File: config.mk
export PLATFORM = sky130hd
export DESIGN_NAME = conv_window_ctrl_flat
export DESIGN_NICKNAME = d
export VERILOG_FILES = /design/src/rtl/conv_window_ctrl_if.sv /design/src/rtl/conv_window_ctrl.sv /design/src/flat_wrapper.sv
export SDC_FILE = /design/constraint.sdc
export NUM_CORES = 1
export LEC_CHECK = 0
export CORE_ASPECT_RATIO = 0.75
export CORE_MARGIN = 1.5
export CORE_UTILIZATION = 25
export DETAILED_ROUTE_END_ITERATION = 7
export DONT_BUFFER_PORTS = 1
export RECOVER_POWER = 100
export SLEW_MARGIN = 30
export SYNTH_ARGS = -nofsm -noshare
export SYNTH_HDL_FRONTEND = slang
export SYNTH_SLANG_ARGS = --single-unit
File: constraint.sdc
create_clock -name clk -period 2.1 [get_ports clk]
set_input_delay 0.315 -clock clk [delete_from_list [all_inputs] [get_ports clk]]
set_output_delay 0.315 -clock clk [all_outputs]
set_load 0.01 [all_outputs]
File: src/rtl/conv_window_ctrl_if.sv
// Handshake bundle for the 3x3 convolution window controller.
// The slave side is the controller; the master side is the surrounding
// pixel source / window sink that drives start, in_valid and out_ready.
interface conv_window_ctrl_if;
  logic        start;
  logic        in_valid;
  logic        in_ready;
  logic        shift_en;
  logic        out_ready;
  logic        win_valid;
  logic [11:0] win_x;
  logic [11:0] win_y;
  logic        busy;
  logic        frame_done;

  modport slave (
    input  start, in_valid, out_ready,
    output in_ready, shift_en, win_valid, win_x, win_y, busy, frame_done
  );

  modport master (
    output start, in_valid, out_ready,
    input  in_ready, shift_en, win_valid, win_x, win_y, busy, frame_done
  );
endinterface

File: src/rtl/conv_window_ctrl.sv
// 3x3 sliding-window controller. Tracks the raster position of incoming
// pixels, strobes the row-buffer chain on every accepted pixel and flags
// each position where the buffers hold a complete 3x3 neighbourhood.
// Windows are held under downstream back-pressure, and pixel intake stalls
// while a window is waiting, so no window is ever lost or overwritten.
module conv_window_ctrl #(
  parameter int IMG_W = 64,
  parameter int IMG_H = 48
) (
  input logic               clk,
  input logic               reset,
  conv_window_ctrl_if.slave win_if
);

  localparam int            CW       = 12;
  localparam logic [CW-1:0] ONE      = CW'(1);
  localparam logic [CW-1:0] TWO      = CW'(2);
  localparam logic [CW-1:0] COL_LAST = CW'(IMG_W - 1);
  localparam logic [CW-1:0] ROW_LAST = CW'(IMG_H - 1);

  typedef enum logic [2:0] {
    S_IDLE,
    S_PRIME,
    S_RUN,
    S_DRAIN,
    S_DONE
  } state_t;

  state_t        state_q, state_d;
  logic [CW-1:0] col_q, col_d;
  logic [CW-1:0] row_q, row_d;
  logic          win_valid_q, win_valid_d;
  logic [CW-1:0] win_x_q, win_x_d;
  logic [CW-1:0] win_y_q, win_y_d;

  logic in_ready;
  logic busy;
  logic frame_done;
  logic accept;
  logic at_col_last;
  logic at_row_last;
  logic new_win;
  logic frame_start;

  // A pixel moves into the row buffers only when both sides agree.
  assign accept      = win_if.in_valid & in_ready;
  assign at_col_last = (col_q == COL_LAST);
  assign at_row_last = (row_q == ROW_LAST);
  // The first two rows and columns only fill the buffers; a full
  // neighbourhood exists once the pixel at col>=2, row>=2 arrives.
  assign new_win     = accept & (col_q >= TWO) & (row_q >= TWO);
  assign frame_start = (state_q == S_IDLE) & win_if.start;

  // State register.
  always_ff @(posedge clk or posedge reset) begin
    // NOTE: sequential state uses non-blocking assignments so every register
    // samples the pre-edge values regardless of block ordering.
    if (reset) state_q <= S_IDLE;
    else       state_q <= state_d;
  end

  // Next-state logic: prime two rows, run the rest, drain the last window.
  always_comb begin
    // NOTE: a default before the case keeps this block purely combinational;
    // any path that left state_d unassigned would infer a latch.
    state_d = state_q;
    case (state_q)
      S_IDLE:  if (win_if.start) state_d = S_PRIME;
      S_PRIME: if (accept && at_col_last && (row_q == ONE)) state_d = S_RUN;
      S_RUN:   if (accept && at_col_last && at_row_last) state_d = S_DRAIN;
      S_DRAIN: if (!win_valid_q || win_if.out_ready) state_d = S_DONE;
      S_DONE:  state_d = S_IDLE;
      default: state_d = S_IDLE;
    endcase
  end

  // State-decoded outputs: intake enable, busy flag and end-of-frame pulse.
  always_comb begin
    in_ready   = 1'b0;
    busy       = 1'b1;
    frame_done = 1'b0;
    case (state_q)
      S_IDLE:  busy       = 1'b0;
      S_PRIME: in_ready   = 1'b1;
      S_RUN:   in_ready   = !win_valid_q || win_if.out_ready;
      S_DONE:  frame_done = 1'b1;
      default: ;
    endcase
  end

  // Raster position: clears on frame start, advances on every accepted pixel.
  always_comb begin
    col_d = col_q;
    row_d = row_q;
    if (frame_start) begin
      col_d = '0;
      row_d = '0;
    end else if (accept) begin
      if (at_col_last) begin
        col_d = '0;
        // The last pixel of the frame folds back to the origin rather than
        // stepping past the final row.
        row_d = at_row_last ? '0 : row_q + ONE;
      end else begin
        col_d = col_q + ONE;
      end
    end
  end

  // Window register: a fresh window replaces the current one back-to-back;
  // otherwise a consumed window clears and an unconsumed one holds.
  always_comb begin
    win_valid_d = win_valid_q;
    win_x_d     = win_x_q;
    win_y_d     = win_y_q;
    if (new_win) begin
      win_valid_d = 1'b1;
      win_x_d     = col_q - ONE;
      win_y_d     = row_q - ONE;
    end else if (win_if.out_ready) begin
      win_valid_d = 1'b0;
    end
  end

  // Position and window registers.
  always_ff @(posedge clk or posedge reset) begin
    if (reset) begin
      col_q       <= '0;
      row_q       <= '0;
      win_valid_q <= 1'b0;
      win_x_q     <= '0;
      win_y_q     <= '0;
    end else begin
      col_q       <= col_d;
      row_q       <= row_d;
      win_valid_q <= win_valid_d;
      win_x_q     <= win_x_d;
      win_y_q     <= win_y_d;
    end
  end

  assign win_if.in_ready   = in_ready;
  assign win_if.shift_en   = accept;
  assign win_if.win_valid  = win_valid_q;
  assign win_if.win_x      = win_x_q;
  assign win_if.win_y      = win_y_q;
  assign win_if.busy       = busy;
  assign win_if.frame_done = frame_done;

endmodule

File: src/flat_wrapper.sv
// flat-port wrapper written by rule: the top's interface ports become plain ports
module conv_window_ctrl_flat 
#(
  parameter int IMG_W = 64,
  parameter int IMG_H = 48
)
  (clk, reset, win_if_start, win_if_in_valid, win_if_out_ready, win_if_in_ready, win_if_shift_en, win_if_win_valid, win_if_win_x, win_if_win_y, win_if_busy, win_if_frame_done);
  conv_window_ctrl_if win_if_i ();
  input logic clk;
  input logic reset;
  input wire logic [$bits(win_if_i.start)-1:0] win_if_start;
  input wire logic [$bits(win_if_i.in_valid)-1:0] win_if_in_valid;
  input wire logic [$bits(win_if_i.out_ready)-1:0] win_if_out_ready;
  output wire logic [$bits(win_if_i.in_ready)-1:0] win_if_in_ready;
  output wire logic [$bits(win_if_i.shift_en)-1:0] win_if_shift_en;
  output wire logic [$bits(win_if_i.win_valid)-1:0] win_if_win_valid;
  output wire logic [$bits(win_if_i.win_x)-1:0] win_if_win_x;
  output wire logic [$bits(win_if_i.win_y)-1:0] win_if_win_y;
  output wire logic [$bits(win_if_i.busy)-1:0] win_if_busy;
  output wire logic [$bits(win_if_i.frame_done)-1:0] win_if_frame_done;
  assign win_if_i.start = win_if_start;
  assign win_if_i.in_valid = win_if_in_valid;
  assign win_if_i.out_ready = win_if_out_ready;
  assign win_if_in_ready = win_if_i.in_ready;
  assign win_if_shift_en = win_if_i.shift_en;
  assign win_if_win_valid = win_if_i.win_valid;
  assign win_if_win_x = win_if_i.win_x;
  assign win_if_win_y = win_if_i.win_y;
  assign win_if_busy = win_if_i.busy;
  assign win_if_frame_done = win_if_i.frame_done;
  conv_window_ctrl #(.IMG_W(IMG_W), .IMG_H(IMG_H)) u_core (.clk(clk), .reset(reset), .win_if(win_if_i));
endmodule
=== Word-level counts from Yosys, hierarchy flattened ===
Index checks and enable logic that the tools add are counted.

* Register bits after elaboration: 52
* Input port bits: 5
* Output and inout port bits: 29
* Logic and storage cells: 55

* Add/subtract/negate cells: 4
* Order comparisons: 2
* Equality and inequality tests: 11
* Multiplexer cells: 17
* Bitwise gates (word level): 4
* Reductions and logical operators: 11

{| class="wikitable"
|+ Operator list
! kind !! number
|-
| $mux 12 || 7
|-
| $add 12x1->12 const B || 2
|-
| $eq 12x6->1 const B || 2
|-
| $ge 12x2->1 const B || 2
|-
| $sub 12x1->12 const B || 2
|-
| $eq 12x1->1 const B || 1
|-
| $mux 3 || 4
|-
| $pmux 3 s4 || 1
|-
| $eq 3x2->1 const B || 2
|-
| $ne 2x1->1 const B || 3
|-
| $reduce_bool 2->1 || 3
|-
| $and 1x1->1 || 4
|-
| $mux 1 || 4
|-
| $reduce_and 4->1 || 1
|-
| $eq 3x1->1 const B || 1
|-
| $eq 3x3->1 const B || 1
|-
| $logic_and 1x1->1 || 3
|-
| $logic_not 3->1 || 1
|-
| $ne 2x2->1 const B || 1
|-
| $pmux 1 s2 || 1
|-
| $reduce_and 2->1 || 1
|-
| $logic_not 1->1 || 1
|-
| $logic_or 1x1->1 || 1
|}

=== Longest topological paths before layout ===
Gate-level depths: netlist of the first run.

* Depth after elaboration: 8
* Gate-level depth with buffers: 9
* Gate-level depth less buffers: 6

=== Worst setup path before layout of the first run ===
No wires, ideal clock.

* Path type: register to register
* Start: reg u_core.col_q[9]
* End: reg u_core.row_q[6]
* Library setup time: 0.103 ns
* Arrival time: 2.067 ns
* Data required time: 1.997 ns
* Setup slack: -0.070 ns
* Cell stages (with the launch flop): 8
* Path buffers: 2
* Period minus slack after synthesis: 2.170 ns
* Cells stage by stage: dfrtp_1 buf_6 nor4_4 nand4_4 or3_1 buf_6 or3_4 o41ai_2

* Cells in the longest elaborated chain, start to end: 3

{| class="wikitable"
|+ RTL lines
! item !! line !! text
|-
| start, declared || conv_window_ctrl.sv:30 || <nowiki>logic [CW-1:0] col_q, col_d;</nowiki>
|-
| start signal, assigned || conv_window_ctrl.sv:134 || <nowiki>col_q <= col_d;</nowiki>
|-
| $eq 12x6->1 || conv_window_ctrl.sv:47 || <nowiki>assign at_col_last = (col_q == COL_LAST);</nowiki>
|-
| $reduce_bool 2->1 (no source line) || -- ||
|-
| $reduce_and 2->1 (no source line) || -- ||
|-
| end signal, assigned || conv_window_ctrl.sv:135 || <nowiki>row_q <= row_d;</nowiki>
|-
| end, declared || conv_window_ctrl.sv:31 || <nowiki>logic [CW-1:0] row_q, row_d;</nowiki>
|}

No other way between the ends.
A chain may end at the register's enable or synchronous reset.

=== Worst setup path after layout of the first run ===
* Start: reg u_core.state_q[0]
* End: reg u_core.win_y_q[6], in the netlist u_core.win_if.win_y[6]

* Cells in the longest elaborated chain, start to end: 5
* Elaborated cells on any way between the ends: 6
* Classes of those cells: eq/ne: 2; mux: 1; bitwise: 3

{| class="wikitable"
|+ RTL lines
! item !! line !! text
|-
| start, declared || conv_window_ctrl.sv:29 || <nowiki>state_t state_q, state_d;</nowiki>
|-
| start signal, assigned || conv_window_ctrl.sv:59 || <nowiki>else state_q <= state_d;</nowiki>
|-
| $eq 3x2->1 / $eq 3x1->1 (equally long branches) || conv_window_ctrl.sv:82 || <nowiki>case (state_q)</nowiki>
|-
| $pmux 1 s2 (*) || conv_window_ctrl.sv:82 ||
|-
| $and 1x1->1 (*) || conv_window_ctrl.sv:46 || <nowiki>assign accept = win_if.in_valid & in_ready;</nowiki>
|-
| $and 1x1->1 (*) (2 in a row) || conv_window_ctrl.sv:51 || <nowiki>assign new_win = accept & (col_q >= TWO) & (row_q >= TWO);</nowiki>
|-
| end signal, assigned || conv_window_ctrl.sv:138 || <nowiki>win_y_q <= win_y_d;</nowiki>
|-
| end, declared || conv_window_ctrl.sv:34 || <nowiki>logic [CW-1:0] win_y_q, win_y_d;</nowiki>
|}

Every way passes the cells marked *; elsewhere a longest branch is shown, timed or not.

==> results.py, run 1 <==
metrics = {
    "outcome": {
        "run_status": "complete, no violations",
    },
    "setup_path": {
        "cp_num_buf_inv": 1,
        "crit_path_max_fanout": 10,
        "cp.arrival_ns": 2.17,
        "path_delay_family": "simple AND/OR/NAND/NOR gates",
        "r2r_end": "u_core.win_if.win_y[6]",
        "r2r_start": "u_core.state_q[0]",
        "r2r.worst_path.cells": 6,
        "path_cells": "nor2b_1 -> a21boi_4 -> nor2_1 -> o311a_1 -> clkbuf_2 -> mux2_2",
        "crit_required_ns": 2.27,
        "cp-end-kind": "flip-flop",
        "cp-start-kind": "flip-flop",
        "critPathKind": "reg2reg",
        "cp_slowest_cell": "dfrtp_1",
        "ff2ff_setup_slack_ns": 0.11,
        "cp-endpoint": "u_core.win_if.win_y[6]",
        "critical_path.startpoint": "u_core.state_q[0]",
        "crit_path_max_incr_delay_ns": 0.42,
        "cp.depth": 6,
    },
    "global_route": {
        "antenna_found_initial": 0,
        "grt_pass1_wl_um": 12600,
        "grt_overflow": 0,
        "grt_usage_pct": 12.6,
        "grt_max_degree": 47,
        "grt_pass1_vias": 2353,
    },
    "logic_synthesis": {
        "synth-seq-cells": 52,
        "yosys_warnings": 0,
        "synth_top_cell_area_share_pct": 43.0,
        "syn_area_per_cell_sq_um": 9.80,
        "ys_seq_area_share_pct": 43.0,
        "synth_nets": 321,
        "synth_edf_count": 0,
        "syn_area_sq_um": 3030,
        "synth.area.top_cells": "dfrtp_1, mux2_1, xnor2_1, xor2_1, nand2_1",
        "synth_cell_type_count": 49,
        "synth_flop_cell": "dfrtp_1",
        "yosys.area.top_type": "dfrtp_1",
        "synthArstFlopShare_pct": 100,
        "synthCells": 309,
    },
    "sta": {
        "rsz0062_at_grt": "no",
        "worst_pin_slew_ns": 1.06,
        "fmax_ghz": 0.502,
        "finalCritPeriodShare_pct": 94.9,
        "period_minus_slack_ns": 1.99,
        "skew_ns": 0.00970,
        "relSlewSlack_pct": 29.3,
        "hold_violations": 0,
        "worst_slack_ns": 0.106,
        "slew_violations": 0,
        "setup_viol": 0,
    },
    "clock_tree": {
        "postCtsSetupBuffers": 0,
        "clkSinkCount": 52,
        "htree_levels": 2,
        "insertion_delay_ns": 0.29,
        "cts_tree": "built",
        "numCtsBuffers": 5,
        "cts-root-buf": "clkbuf_16",
        "clk_pin_slew_worst_paths_ns": 0.07,
        "clockBufferDepth": 2,
    },
    "layout": {
        "num_antenna_cells": 0,
        "multi_input_area_sq_um": 1600,
        "fillers": 1196,
        "syn2layout_area_growth_pct": 19.5,
        "design_area_sq_um": 3620,
        "regArea_sq_um": 1300,
        "drive_gt1_share_pct": 19.8,
        "fin_nets": 349,
    },
    "floorplan": {
        "core_sq_um": 11700,
        "die_h_um": 98.3,
        "ioPinCount": 34,
        "die_w_um": 130,
        "initial_core_util_pct": 25.9,
        "die-area_sq_um": 12800,
        "rows": 34,
    },
    "routing": {
        "first_iter_violations": 162,
        "antenna_left": 0,
        "drt-total-wl_um": 7530,
        "viasPerCell": 4.81,
        "vias": 2405,
        "dr.pass1.iters": 4,
        "drc": 0,
        "wl_per_cell_um": 15.1,
    },
    "pwr": {
        "power_density_nw_per_um2": 1060,
        "peakVddDrop_v": 0.000393,
        "pwr-share-seq_pct": 44.3,
        "p_int_mw": 2.44,
        "switchingPower_mw": 1.41,
        "p_comb_share_pct": 33.7,
        "clkPwrFrac_pct": 22.0,
        "netSwitchingFraction_pct": 36.6,
        "p_leak_nw": 1.59,
    },
    "worst_hold_path": {
        "holdCritPathClass": "in2reg",
    },
    "placed_design": {
        "gp_congestion": 0.917,
        "io_buffer_count": 0,
        "pre_cts_slack_ns": 0.0525,
        "dp_hpwl_um": 5730,
        "place_area_sq_um": 3470,
    },
    "job": {
        "drv_cap": 0,
    },
}
synth_stat cells, types with 2 or more instances:
cell type / n
nand3b_1: 2
nor2_1: 26
clkbuf_1: 12
nand3_1: 14
ha_1: 7
nand2_1: 26
o211ai_1: 4
o21ai_0: 9
a21oi_1: 12
and2_1: 3
and3_1: 4
or4_1: 3
dfrtp_1: 52
nand2b_1: 3
inv_1: 12
nand4_1: 7
buf_4: 2
xnor2_1: 12
nor4_2: 2
buf_6: 3
o31ai_1: 5
and4_1: 2
xor2_1: 12
buf_2: 4
nor2b_1: 3
mux2_1: 18
mux2_2: 5
nor4_1: 8
a21o_1: 2
or3_1: 9
nor3_1: 7
mux2i_1: 2
cells by family after synthesis:
| logic type | after synthesis | share of synthesized area, % |
|---|---|---|
| multiplexers | 25 | 9.21 |
| AO/OA/AOI/OAI | 41 | 9.59 |
| AND/OR/NAND/NOR | 126 | 23.0 |
| XOR/XNOR | 24 | 6.94 |
| flip-flops | 52 | 43.0 |
| buffers and inverters | 34 | 5.37 |
| adder cells (fa/ha/maj) | 7 | 2.89 |
final cells by class:
cell class                 count  area share, %
timing repair buffer          43           8.71
multi-input combinational    223           44.3
clock buffer                   7           3.94
inverter                      12           1.24
sequential                    52           36.0
tap                          162           5.60
clock inverter                 1          0.207
through the flow:
| step | setup TNS (ns) | std cells | hold slack [ns] | power [mW] | util [%] |
|---|---|---|---|---|---|
| CTS | 0 | 500 | 0.188 | 3.89 | 31.0 |
| global route | 0 | 500 | 0.190 | 4.13 | 30.9 |
| finish | 0 | 500 | 0.185 | 3.85 | 30.9 |
| global placement | 0 | 491 | 0.102 | 2.98 | 29.6 |
| detailed placement | 0 | 491 | 0.103 | 3.02 | 29.6 |
| floorplan | -0.0674 | 309 | 0.474 | 2.55 | - |
metal layers:
| metal | vias to the layer above | share of wire (%) | global-route usage, % |
|---|---|---|---|
| met3 | 11 | 11 | 4.66 |
| met4 | 0 | 1.4 | 4.96 |
| met5 | - | 0 | 0 |
| met2 | 88 | 41 | 16.8 |
| met1 | 1162 | 47 | 18.0 |
| li1 | 1144 | - | - |
repair_timing:
action / CTS / global route
hold buffers: 1 / 0
endpoints found under the setup margin: 0 / 36
gates resized for setup: 0 / 7
endpoints found under the hold margin: 6 / 0
flip-flops by register name, summed over array words and instances (netlist names):
register / count
u_core.state_q: 3
u_core.win_if.win_valid: 1
u_core.row_q: 12
u_core.col_q: 12
u_core.win_if.win_x: 12
u_core.win_if.win_y: 12
worst reg2reg max path, stage by stage (launching register included):
cell and delay (ns):
dfrtp_1 0.42, nor2b_1 0.30, a21boi_4 0.16, nor2_1 0.18
o311a_1 0.25, clkbuf_2 0.22, mux2_2 0.35
power groups by stage:
| stage | clock network (mW) | registers (mW) | logic (mW) |
|---|---|---|---|
| after floorplan | 0 | 1.59 | 0.956 |
| after global placement | 0 | 1.72 | 1.26 |
| after detailed placement | 0 | 1.72 | 1.30 |
| after CTS | 0.874 | 1.71 | 1.31 |
| after global routing | 0.914 | 1.76 | 1.45 |
| final | 0.847 | 1.70 | 1.29 |
cell usage in the layout (no fill, tap or decap), types with 6 or more instances in the layout:
cell type,n
dfrtp_1,51
buf_4,33
nand2_1,26
nor2_1,26
mux2_1,18
nand3_1,14
inv_1,12
xor2_1,12
xnor2_1,12
a21oi_1,11
o21ai_0,9
nor3_1,7
nand4_1,7
ha_1,7
or3_1,6
nor4_1,6
worst min path at each step:
stage	endpoint	from	slack, ns	cells after the start
5_1_grt	u_core.win_if.win_valid	win_if_out_ready	0.19	2
3_3_place_gp	u_core.win_if.win_y[0]	reset	0.10	1
6_report	u_core.win_if.win_valid	win_if_out_ready	0.18	2
2_1_floorplan	u_core.win_if.win_valid	win_if_out_ready	0.47	2
4_1_cts	u_core.win_if.win_valid	win_if_out_ready	0.19	2
3_5_place_dp	u_core.win_if.win_y[1]	reset	0.10	1
Power figures use the tool's default switching activity.
==> run 2, diff against run 1 <==
--- a/config.mk
+++ b/config.mk
@@ -10,6 +10,7 @@
 export CORE_UTILIZATION = 25
 export DETAILED_ROUTE_END_ITERATION = 7
 export DONT_BUFFER_PORTS = 1
+export GPL_TIMING_DRIVEN = 0
 export RECOVER_POWER = 100
 export SLEW_MARGIN = 30
 export SYNTH_ARGS = -nofsm -noshare
==> constraint.sdc (replaced) <==
create_clock -name clk -period 2.1 [get_ports clk]
set_input_delay 0 -clock clk [delete_from_list [all_inputs] [get_ports clk]]
set_output_delay 0 -clock clk [all_outputs]
set_load 0.01 [all_outputs]
==> results.py, run 2 (same netlist as run 1, synthesis figures left out) <==
metrics = {
    "outcome": {
        "run_status": "complete, no violations",
    },
    "setup_path": {
        "crit_path_max_fanout": 6,
        "cp_common_cell": "or3_4",
        "critPathKind": "reg2reg",
        "r2r.worst_path.cells": 5,
        "cp-end-kind": "flip-flop",
        "crit_path_max_incr_delay_ns": 0.45,
        "cp.arrival_ns": 2.26,
        "crit_required_ns": 2.29,
        "cp_num_buf_inv": 0,
        "path_cells": "nor4_4 -> nand4_4 -> or3_4 -> or3_4 -> o41ai_2",
        "cp-start-kind": "flip-flop",
        "ff2ff_setup_slack_ns": 0.02,
        "r2r_end": "u_core.row_q[6]",
        "cp_slowest_cell": "dfrtp_2",
        "path_delay_family": "simple AND/OR/NAND/NOR gates",
        "r2r_start": "u_core.col_q[8]",
    },
    "floorplan": {
        "initial_core_util_pct": 25.9,
        "die_w_um": 130,
        "die-area_sq_um": 12800,
        "die_h_um": 98.3,
        "core_sq_um": 11700,
        "rows": 34,
        "ioPinCount": 34,
    },
    "global_route": {
        "grt_usage_pct": 11.7,
        "grt_pass1_wl_um": 11900,
        "grt_max_degree": 33,
        "grt_pass1_vias": 2274,
        "grt_overflow": 0,
        "antenna_found_initial": 0,
    },
    "placed_design": {
        "dp_hpwl_um": 5130,
        "gp_congestion": 0.873,
        "dp_cells": 472,
        "io_buffer_count": 0,
        "pre_cts_slack_ns": -0.319,
    },
    "clock_tree": {
        "clockBufferDepth": 2,
        "clkSinkCount": 52,
        "htree_levels": 2,
        "cts_tree": "built",
        "clk_pin_slew_worst_paths_ns": 0.07,
        "cts-root-buf": "clkbuf_16",
        "numCtsBuffers": 5,
        "insertion_delay_ns": 0.29,
    },
    "layout": {
        "most-common-layout-cells": "dfrtp_1, nand2_1, nor2_1, buf_4, mux2_1",
        "syn2layout_area_growth_pct": 22.4,
        "stdcell_count": 495,
        "fin_nets": 344,
        "num_antenna_cells": 0,
        "fillers": 1200,
        "layout_commonest_cell": "dfrtp_1",
        "drive_gt1_share_pct": 24.0,
    },
    "sta": {
        "skew_ns": 0.00874,
        "relSlewSlack_pct": 38.9,
        "fin_setup_tns_ns": 0,
        "worst_slack_ns": 0.0231,
        "slew_violations": 0,
        "hold_violations": 0,
        "setup_viol": 0,
        "worst_pin_slew_ns": 0.912,
        "fmax_ghz": 0.481,
        "period_minus_slack_ns": 2.08,
        "finalCritPeriodShare_pct": 98.9,
        "rsz0062_at_grt": "yes",
    },
    "routing": {
        "vias": 2356,
        "dr.pass1.iters": 4,
        "viasPerCell": 4.76,
        "wl_per_cell_um": 14.7,
        "antenna_left": 0,
        "first_iter_violations": 101,
        "drt-total-wl_um": 7300,
        "drc": 0,
    },
    "worst_hold_path": {
        "hp-start": "win_if_start",
        "holdCritPathClass": "in2reg",
        "hold_path_end": "u_core.col_q[2]",
        "whs_path_depth": 2,
    },
    "pwr": {
        "peakVddDrop_v": 0.000472,
        "power_density_nw_per_um2": 1070,
        "p_leak_nw": 1.58,
    },
    "job": {
        "drv_cap": 0,
    },
}
run 2: cell count changes in the layout (fill, tap and decap cells not counted), moves of 2 or more:
cell | previous run | this run
buf_4 | 33 | 24
dfrtp_1 | 51 | 45
dfrtp_2 | 1 | 7
buf_6 | 0 | 5
clkbuf_1 | 5 | 1
nor4_1 | 6 | 4
nor4_4 | 2 | 4
run 2: how the worst max path moves through the flow:
stage	start	to	slack (ns)	cells past startpoint
after floorplan	u_core.col_q[8]	u_core.row_q[6]	-0.04	6
after global placement	u_core.col_q[0]	u_core.win_if.win_x[5]	-0.34	9
after detailed placement	u_core.col_q[0]	u_core.win_if.win_x[3]	-0.32	9
after CTS	u_core.col_q[9]	u_core.row_q[6]	-0.07	7
after global routing	u_core.col_q[8]	u_core.row_q[6]	-0.08	5
final	u_core.col_q[8]	u_core.row_q[6]	0.02	5
run 2: what timing repair did:
action	CTS	global route
pin swaps	5	3
setup buffers	9	13
hold buffers	2	0
setup endpoints to repair	44	39
resized for setup	21	20
hold endpoints to repair	53	0
run 2: cell type report:
| cell class | instances | area [sq um] | area share [%] |
|---|---|---|---|
| Tap cell | 162 | 203 | 5.47 |
| Clock buffer | 5 | 125 | 3.38 |
| Buffer | 13 | 111 | 3.01 |
| Timing Repair Buffer | 25 | 190 | 5.13 |
| Sequential cell | 52 | 1310 | 35.4 |
| Inverter | 12 | 46.3 | 1.25 |
| Multi-Input combinational cell | 223 | 1680 | 45.3 |
| Clock inverter | 3 | 42.5 | 1.15 |
run 2: power breakdown:
part / switching [mW] / internal [mW] / leakage, nW
Clock: 0.367 / 0.560 / 0.0798
Combinational: 0.692 / 0.665 / 0.851
Sequential: 0.352 / 1.31 / 0.650
Total: 1.41 / 2.54 / 1.58
run 2: worst reg2reg max path, delay by kind of cell, from the launching register on:
| family | cells | cell delay (ns) |
|---|---|---|
| DFF | 1 | 0.45 |
| AOI/OAI and AO/OA | 1 | 0.20 |
| and+or+nand+nor | 4 | 1.33 |
run 2: per-layer routing:
layer / wire length (um) / global-route usage (%) / share of wire, % / vias up
met5: 0 / 0 / 0 / -
met4: 159 / 3.68 / 2.2 / 0
met3: 578 / 3.67 / 7.9 / 10
met2: 3000 / 16.2 / 41 / 64
met1: 3560 / 17.3 / 49 / 1151
li1: - / - / - / 1131
run 2: stage by stage:
| step | power (mW) | util, % | hold WS [ns] | instance area, sq um |
|---|---|---|---|---|
| final | 3.95 | 31.7 | 0.0401 | 3700 |
| after global routing | 4.23 | 31.7 | 0.0614 | 3700 |
| after CTS | 3.88 | 30.6 | 0.0275 | 3580 |
| after detailed placement | 2.86 | 28.0 | -0.154 | 3270 |
| after global placement | 2.83 | 27.8 | 0.163 | 3250 |
| after floorplan | 2.55 | - | 0.159 | 3050 |
==> run 3, diff against run 2 <==
--- a/config.mk
+++ b/config.mk
@@ -12,6 +12,7 @@
 export DONT_BUFFER_PORTS = 1
 export GPL_TIMING_DRIVEN = 0
 export RECOVER_POWER = 100
+export REMOVE_ABC_BUFFERS = 1
 export SLEW_MARGIN = 30
 export SYNTH_ARGS = -nofsm -noshare
 export SYNTH_HDL_FRONTEND = slang
==> results.py, run 3 (same netlist as run 1, synthesis figures left out) <==
metrics = {
    "outcome": {
        "run_status": "complete, but fails checks",
        "violations": "DRC",
    },
    "worst_hold_path": {
        "holdCritPathClass": "in2reg",
        "hp-start": "win_if_start",
    },
    "routing": {
        "viasPerCell": 4.82,
        "drc": 2,
        "drt-total-wl_um": 7540,
        "vias": 2342,
        "first_iter_violations": 164,
        "wl_per_cell_um": 15.5,
        "dr.pass1.iters": 7,
        "antenna_left": 0,
    },
    "sta": {
        "finalCritPeriodShare_pct": 97.2,
        "relSlewSlack_pct": 25.6,
        "setup_viol": 0,
        "worst_slack_ns": 0.0578,
        "slew_violations": 0,
        "fmax_ghz": 0.490,
        "period_minus_slack_ns": 2.04,
        "skew_ns": 0.00785,
        "hold_violations": 0,
        "fin_setup_tns_ns": 0,
        "worst_pin_slew_ns": 1.11,
    },
    "layout": {
        "fin_nets": 335,
        "layout_commonest_cell": "dfrtp_1",
        "fin_util_pct": 31.4,
        "drive_gt1_share_pct": 24.7,
        "stdcell_count": 486,
        "most-common-layout-cells": "dfrtp_1, nand2_1, nor2_1, buf_4, mux2_1",
        "fillers": 1170,
        "num_antenna_cells": 0,
        "syn2layout_area_growth_pct": 21.5,
        "regArea_sq_um": 1320,
        "multi_input_area_sq_um": 1730,
    },
    "clock_tree": {
        "htree_levels": 2,
        "cts_tree": "built",
        "cts-root-buf": "clkbuf_16",
        "insertion_delay_ns": 0.29,
        "numCtsBuffers": 5,
        "clkSinkCount": 52,
        "clockBufferDepth": 2,
        "clk_pin_slew_worst_paths_ns": 0.07,
    },
    "global_route": {
        "grt_max_degree": 29,
        "grt_pass1_wl_um": 12000,
        "grt_pass1_vias": 2191,
        "grt_usage_pct": 11.8,
        "grt_overflow": 0,
        "antenna_found_initial": 0,
    },
    "placed_design": {
        "dp_hpwl_um": 4740,
        "io_buffer_count": 0,
        "gp_congestion": 0.824,
        "dp_cells": 450,
        "pre_cts_slack_ns": -0.451,
    },
    "floorplan": {
        "die_h_um": 98.3,
        "die_w_um": 130,
        "ioPinCount": 34,
        "rows": 34,
        "die-area_sq_um": 12800,
        "core_sq_um": 11700,
        "initial_core_util_pct": 25.9,
    },
    "pwr": {
        "peakVddDrop_v": 0.000418,
        "power_density_nw_per_um2": 1060,
        "p_leak_nw": 1.55,
        "power_mw": 3.91,
    },
    "setup_path": {
        "cp-end-kind": "flip-flop",
        "crit_required_ns": 2.28,
        "cp-start-kind": "flip-flop",
        "r2r_start": "u_core.row_q[2]",
        "critPathKind": "reg2reg",
        "critical_path.startpoint": "u_core.row_q[2]",
        "cp.arrival_ns": 2.22,
        "crit_path_max_fanout": 8,
    },
    "job": {
        "drv_cap": 0,
    },
}
[run 3: worst max-delay path: stages, from the launching register on]
cell     delay (ns)
dfrtp_1        0.51
nor4_4         0.39
nand2_2        0.15
o311a_4        0.38
buf_4          0.18
mux2_1         0.31
[run 3: power breakdown]
part | total, mW | internal (mW) | switching [mW]
clock | 0.920 | 0.561 | 0.359
combinational | 1.19 | 0.606 | 0.585
sequential | 1.80 | 1.32 | 0.474
[run 3: what timing repair did]
| item | in CTS | in global routing |
|---|---|---|
| pin swaps | 8 | 7 |
| gates cloned | 1 | 0 |
| resized for setup | 27 | 17 |
| endpoints found under the hold margin | 53 | 1 |
| setup buffers | 8 | 16 |
| hold buffers | 2 | 1 |
| endpoints found under the setup margin | 41 | 42 |
[run 3: final timing paths]
| kind | endpoint | slack (ns) | cells past startpoint |
|---|---|---|---|
| worst max register to register | u_core.win_if.win_x[0] | 0.06 | 5 |
| worst max-delay path | u_core.win_if.win_x[0] | 0.06 | 5 |
| worst min register to register | u_core.state_q[1] | 0.56 | 1 |
| min in group asynchronous | u_core.win_if.win_y[3] | 0.38 | 2 |
| worst min-delay path | u_core.state_q[0] | 0.06 | 4 |
| max in group asynchronous | u_core.state_q[1] | 0.47 | 3 |
[run 3: final cells by class]
type,count,area share (%)
multi-input combinational,224,46.9
sequential,52,35.8
timing repair buffer,28,6.05
tap,162,5.51
clock buffer,6,3.50
inverter,12,1.26
clock inverter,2,0.952
[run 3: layer usage]
| layer | track usage [%] | share of wire, % |
|---|---|---|
| met5 | 0 | 0 |
| met4 | 4.36 | 1.8 |
| met3 | 4.55 | 7.9 |
| met2 | 16.0 | 43 |
| met1 | 16.8 | 47 |
[run 3: metrics by stage]
step | area [sq um] | hold slack, ns
2_1_floorplan | 2910 | 0.159
3_3_place_gp | 3110 | 0.164
3_5_place_dp | 3140 | -0.129
4_1_cts | 3500 | 0.0287
5_1_grt | 3680 | 0.136
6_report | 3680 | 0.0579
